$ cat config.mk
export PLATFORM = sky130hd
export DESIGN_NAME = bb_msg_reader
export DESIGN_NICKNAME = d
export VERILOG_FILES = /design/src/rtl/bb_msg_reader_pkg.sv /design/src/rtl/msg_poll_timer.sv /design/src/rtl/bb_msg_reader.sv
export SDC_FILE = /design/constraint.sdc
export NUM_CORES = 1
export LEC_CHECK = 0
export BUFFER_PORTS_ARGS = -buffer_cell sky130_fd_sc_hd__buf_4
export CORE_ASPECT_RATIO = 1.25
export CORE_UTILIZATION = 45
export DETAILED_ROUTE_END_ITERATION = 10
export PLACE_DENSITY = 0.72
export SLEW_MARGIN = 0
export SYNTH_ARGS = -nofsm -noshare
export SYNTH_HDL_FRONTEND = slang
export SYNTH_SLANG_ARGS = --single-unit
export TNS_END_PERCENT = 20
$ cat constraint.sdc
create_clock -name clk -period 2.49 [get_ports clk]
set_clock_uncertainty 0.2 [all_clocks]
set_input_delay 0.3735 -clock clk [delete_from_list [all_inputs] [get_ports clk]]
set_output_delay 0.3735 -clock clk [all_outputs]
set_load 0.05 [all_outputs]
$ cat src/rtl/bb_msg_reader_pkg.sv
// Shared types and constants for the bounding-box message reader.
// Register map, FSM states and the corner-word layout live here.
package bb_msg_reader_pkg;

  typedef enum logic [3:0] {
    ID_RD,
    ID_WAIT,
    FLUSH,
    POLL_WAIT,
    STAT_RD,
    STAT_WAIT,
    HDR_RD,
    HDR_WAIT,
    TL_RD,
    TL_WAIT,
    BR_RD,
    BR_WAIT,
    FAULT
  } state_t;

  localparam logic [2:0]  ADDR_STATUS   = 3'd0;
  localparam logic [2:0]  ADDR_READ_MSG = 3'd1;
  localparam logic [2:0]  ADDR_READ_ID  = 3'd2;

  localparam logic [31:0] FLUSH_CMD     = 32'h0000_0010;
  localparam logic [7:0]  MSG_WORDS     = 8'd3;

  localparam logic [31:0] DEF_MSG_ID      = 32'h0052_4242;
  localparam logic [31:0] DEF_EXPECTED_ID = 32'h1234_EEE2;

  typedef struct packed {
    logic [10:0] x;
    logic [10:0] y;
  } pt_t;

  // Corner word: x in [26:16], y in [10:0], spare bits dropped.
  function automatic pt_t unpack_pt(input logic [31:0] w);
    pt_t p;
    p.x = w[26:16];
    p.y = w[10:0];
    return p;
  endfunction

endpackage

$ cat src/rtl/msg_poll_timer.sv
// 16-bit poll interval timer: load, count down, then flag expiry.
// The flag rises on the decrement issued while the count is already 0.
module msg_poll_timer (
  input  logic        clk,
  input  logic        reset_n,
  input  logic        load,
  input  logic        dec,
  input  logic [15:0] load_val,
  output logic        zero
);

  logic [15:0] count;

  always_ff @(posedge clk or negedge reset_n) begin
    if (!reset_n) begin
      count <= '0;
      zero  <= 1'b0;
    end else if (load) begin
      count <= load_val;
      zero  <= 1'b0;
    end else if (dec) begin
      if (count != '0) count <= count - 16'd1;
      zero <= (count == '0);
    end
  end

endmodule

$ cat src/rtl/bb_msg_reader.sv
// Polls an image processor over a latency-1 bus and decodes
// bounding-box messages (header, top-left, bottom-right).
module bb_msg_reader
  import bb_msg_reader_pkg::*;
#(
  parameter logic [15:0] POLL_INTERVAL = 16'd1000,
  parameter logic [31:0] MSG_ID        = DEF_MSG_ID,
  parameter logic [31:0] EXPECTED_ID   = DEF_EXPECTED_ID
) (
  input  logic        clk,
  input  logic        reset_n,
  output logic        m_chipselect,
  output logic        m_read,
  output logic        m_write,
  output logic [2:0]  m_address,
  output logic [31:0] m_writedata,
  input  logic [31:0] m_readdata,
  output logic [10:0] bb_left,
  output logic [10:0] bb_top,
  output logic [10:0] bb_right,
  output logic [10:0] bb_bottom,
  output logic        bb_valid,
  output logic        bb_found,
  output logic        id_ok,
  output logic        fault,
  output logic [7:0]  resync_count
);

  state_t      state_q;
  state_t      state_d;
  pt_t         tl_q;
  pt_t         br_pt;
  logic        rd;
  logic        wr;
  logic [2:0]  addr;
  logic        t_load;
  logic        t_dec;
  logic        t_zero;
  logic        id_match;
  logic        hdr_match;
  logic        have_msg;

  msg_poll_timer u_timer (
    .clk      (clk),
    .reset_n  (reset_n),
    .load     (t_load),
    .dec      (t_dec),
    .load_val (POLL_INTERVAL - 16'd1),
    .zero     (t_zero)
  );

  assign br_pt     = unpack_pt(m_readdata);
  assign id_match  = (m_readdata == EXPECTED_ID);
  assign hdr_match = (m_readdata == MSG_ID);
  assign have_msg  = (m_readdata[15:8] >= MSG_WORDS);

  always_comb begin
    state_d = state_q;
    rd      = 1'b0;
    wr      = 1'b0;
    addr    = ADDR_STATUS;
    t_load  = 1'b0;
    t_dec   = 1'b0;
    unique case (state_q)
      ID_RD: begin
        rd      = 1'b1;
        addr    = ADDR_READ_ID;
        state_d = ID_WAIT;
      end
      ID_WAIT:
        state_d = id_match ? FLUSH : FAULT;
      FLUSH: begin
        wr      = 1'b1;
        t_load  = 1'b1;
        state_d = POLL_WAIT;
      end
      POLL_WAIT: begin
        if (t_zero) state_d = STAT_RD;
        else        t_dec   = 1'b1;
      end
      STAT_RD: begin
        rd      = 1'b1;
        state_d = STAT_WAIT;
      end
      STAT_WAIT: begin
        if (have_msg) begin
          state_d = HDR_RD;
        end else begin
          t_load  = 1'b1;
          state_d = POLL_WAIT;
        end
      end
      HDR_RD: begin
        rd      = 1'b1;
        addr    = ADDR_READ_MSG;
        state_d = HDR_WAIT;
      end
      HDR_WAIT: begin
        if (hdr_match) begin
          state_d = TL_RD;
        end else begin
          t_load  = 1'b1;
          state_d = POLL_WAIT;
        end
      end
      TL_RD: begin
        rd      = 1'b1;
        addr    = ADDR_READ_MSG;
        state_d = TL_WAIT;
      end
      TL_WAIT:
        state_d = BR_RD;
      BR_RD: begin
        rd      = 1'b1;
        addr    = ADDR_READ_MSG;
        state_d = BR_WAIT;
      end
      BR_WAIT: begin
        t_load  = 1'b1;
        state_d = POLL_WAIT;
      end
      FAULT:
        state_d = FAULT;
      default:
        state_d = ID_RD;
    endcase
  end

  // Strobes are gated by reset so the ID_RD reset state stays silent.
  assign m_read       = rd & reset_n;
  assign m_write      = wr & reset_n;
  assign m_chipselect = m_read | m_write;
  assign m_address    = m_read ? addr : 3'd0;
  assign m_writedata  = m_write ? FLUSH_CMD : 32'd0;

  always_ff @(posedge clk or negedge reset_n) begin
    if (!reset_n) begin
      state_q      <= ID_RD;
      tl_q         <= '0;
      bb_left      <= '0;
      bb_top       <= '0;
      bb_right     <= '0;
      bb_bottom    <= '0;
      bb_valid     <= 1'b0;
      bb_found     <= 1'b0;
      id_ok        <= 1'b0;
      fault        <= 1'b0;
      resync_count <= '0;
    end else begin
      state_q  <= state_d;
      bb_valid <= 1'b0;
      if (state_q == ID_WAIT) begin
        if (id_match) id_ok <= 1'b1;
        else          fault <= 1'b1;
      end
      if (state_q == HDR_WAIT && !hdr_match && resync_count != 8'hFF)
        resync_count <= resync_count + 8'd1;
      if (state_q == TL_WAIT)
        tl_q <= br_pt;
      if (state_q == BR_WAIT) begin
        bb_left   <= tl_q.x;
        bb_top    <= tl_q.y;
        bb_right  <= br_pt.x;
        bb_bottom <= br_pt.y;
        bb_valid  <= 1'b1;
        bb_found  <= (tl_q.x <= br_pt.x) && (tl_q.y <= br_pt.y);
      end
    end
  end

endmodule

==> metrics.csv <==
stage;metric;value;unit
yosys;YS warnings;0;
place;placed cells;765;
job;Max-cap violations;0;
critical_path;CP Data Arrival Time;1.78;ns
critical_path;R2R cell count;5;
global_routing;global route overflow;0;
layout;Finished Layout Cells;782;
drt;First-pass DRT Iterations;7;
yosys;Top FF cell, synth;dfrtp_1;
yosys;flops & latches, synth;99;
layout;share of cells above drive strength 1;0.250;
yosys;most common cell in the synthesized netlist;nand2_1;
yosys;complex-gate fraction of the synthesized area;0.0794;
place;DP Worst Slack;-0.0214;ns
layout;n_diodes;0;
die;Die Span Y;121;um
clock_network;maximum clock path buffer count;2;
sta;Hold Slack;0.0618;ns
critical_path;crit path capture type;output port;
layout;Area Growth Syn to Fin;23.7;%
die;Core Rows;43;
critical_path;CP max FO;8;
die;# IOs;128;
clock_network;CTS buffer count;9;
place;GP Congestion;0.809;
sta;fmax;0.425;GHz
critical_path;required time worst endpoint;1.92;ns
sta;crit share post-route;0.945;
clock_network;Post-CTS Setup Bufs;0;
yosys;synth top area cells;dfrtp_1 (49%), nand2_1 (8.3%), ha_1 (6.1%);
yosys;post-synthesis mux area share;0.0483;
global_routing;vias in the first global route;4020;
clock_network;Clock Latency Late Sink;0.35;ns
yosys;Post-Synth Adder-Cell Area;0.0613;
critical_path;r2r startpoint;u_timer.count[4];
sta;unrepaired setup endpoints after global routing;no;
sta;Final Hold Fails;0;
die;Die Width;97.3;um
place;placed wire-length estimate;8530;um
clock_network;CTS H-tree depth;3;
global_routing;total track usage;0.207;
layout;Final #Nets;701;
hold_path;Hold WC Path Type;primary input to flop;
drt;DRC;2;
sta;setup TNS;0;ns
clock_network;CTS clk-pin slew, worst paths;0.07;ns
hold_path;Hold EP;bb_bottom[0];
drt;via/cell ratio;5.16;
sta;Slew headroom;0.565;
hold_path;Worst Hold Depth;3;
outcome;failing checks;design-rule violations;
die;Die Area;11800;sq um
yosys;Commonest cells post-synth;nand2_1 (113), dfrtp_1 (99), buf_4 (33);
clock_network;Root Driver;clkbuf_16;
die;core footprint;11100;sq um
sta;worst slew pin tran;0.645;ns
yosys;combinational family with the most area after synthesis;simple AND/OR/NAND/NOR gates;
hold_path;hold path start;m_readdata[0];
sta;# setup viols final;0;
outcome;status;complete, but fails checks;
critical_path;WS Path Type;flop to output port;
global_routing;initial antenna violation count;0;
power_and_ir_drop;Leakage;3.22;nW
yosys;area share of the largest cell type after synthesis;0.485;
sta;Max Slew Vio Count;0;
drt;Routed wire per std cell;14.7;um
global_routing;largest net degree at the start of global routing;100;
yosys;asr flop ratio synth;1.00;
yosys;Distinct cells, synth;52;
die;Initial Util;0.461;
sta;Final Critical Period;2.35;ns
drt;Antenna Nets Post-Route;0;
place;port bufs;95;
critical_path;Startpoint Class;flop;
clock_network;Num Clock Sinks;99;
yosys;Mean Syn Cell Area;9.54;sq um
power_and_ir_drop;VDD IR max;411;uV
drt;Vias;4036;
yosys;Synth Area in Simple Gates;0.205;
sta;setup slack after layout;0.136;ns
yosys;synthesized area;5100;sq um
global_routing;first-pass GRT wire length;19300;um
yosys;sequential area share after synthesis;0.485;
yosys;XOR/XNOR Fraction of Synth Area;0.0343;
critical_path;Reg2Reg Capture Point;u_timer.count[10];
yosys;number of enable flip-flop cells after synthesis;0;
drt;Iteration-0 DRC Markers;328;
power_and_ir_drop;pwr dens;545;nW/um^2
drt;drt total wl;11500;um
layout;Final Util;0.570;
clock_network;CTS tree;yes;
yosys;Synth area leader;dfrtp_1;
yosys;Mapped Cells;535;
critical_path;Reg2Reg Setup Slack;0.18;ns
==> per-layer routing <==
metal  global-route usage  vias to the layer above  routed length (um)
met1                0.261                     1935                5100
met3               0.0490                       17                 642
li1                     -                     1960                   -
met5                    0                        -                   0
met4               0.0726                        0                 204
met2                0.348                      124                5570
==> timing repair <==
action | 4_1_cts | 5_1_grt
resized for setup | 0 | 0
hold buffers | 1 | 0
hold endpoints to repair | 99 | 0
==> registers in the layout, summed over array words and instances (netlist names) <==
name / count
resync_count: 8
id_ok: 1
u_timer.zero: 1
bb_valid: 1
u_timer.count: 16
fault: 1
bb_top: 11
state_q: 4
bb_found: 1
bb_bottom: 11
bb_left: 11
tl_q: 22
bb_right: 11
==> through the flow <==
stage	total power [mW]	area [sq um]
2_1_floorplan	1.82	5230
3_3_place_gp	1.88	5960
3_5_place_dp	1.88	5960
4_1_cts	3.47	6320
5_1_grt	3.56	6320
6_report	3.44	6320
==> report_power, final <==
group          leakage (nW)  total, mW  switching, mW  internal, mW
clock                 0.167       1.59          0.606         0.986
combinational          1.88      0.240          0.184        0.0556
sequential             1.16       1.61      0.0000186          1.61
==> worst max path at each step <==
stage	start	end	slack [ns]	cells past startpoint
global placement	m_readdata[15]	u_timer.count[3]	0.02	8
detailed placement	m_readdata[15]	u_timer.count[4]	-0.02	8
CTS	state_q[3]	m_write	0.13	4
floorplan	state_q[1]	m_writedata[4]	-0.25	5
global route	state_q[3]	m_writedata[4]	0.04	4
finish	state_q[3]	m_write	0.14	4
==> layout by cell type (no fill, tap or decap), drive strengths merged, types with 5 or more instances in the layout <==
master | synthesis | routed
a21oi | 10 | 10
nand2b | 7 | 7
nor2b | 6 | 6
nor3 | 11 | 11
nor4 | 8 | 8
conb | 1 | 32
xor2 | 15 | 15
ha | 25 | 25
nand2 | 113 | 113
buf | 39 | 116
clkbuf | 13 | 10
inv | 29 | 30
nor2 | 30 | 30
o211ai | 5 | 5
dfrtp | 99 | 99
nand4 | 11 | 11
o21ai | 32 | 32
nand3 | 11 | 11
mux2 | 21 | 21
xnor2 | 5 | 5
==> area by class of cell <==
type | count | area, sq um
sequential | 99 | 2480
tap | 135 | 169
timing repair buffer | 117 | 893
clock buffer | 10 | 229
multi-input combinational | 386 | 2330
clock inverter | 6 | 113
inverter | 29 | 109
fill | 964 | 4770
==> worst max-delay path, stage by stage, from the launching register on <==
cell and delay (ns):
dfrtp_1 0.46, buf_4 0.19, or3_1 0.37, nor2_1 0.18, buf_4 0.23
==> cells by family after synthesis <==
logic type	Yosys count
and+or+nand+nor	220
DFF	99
buffers and inverters	81
AOI/OAI and AO/OA	67
adders and majority gates	25
muxes	22
xor gates and xnor gates	20
other	1
Note: power is estimated with default switching activity, not from simulation.
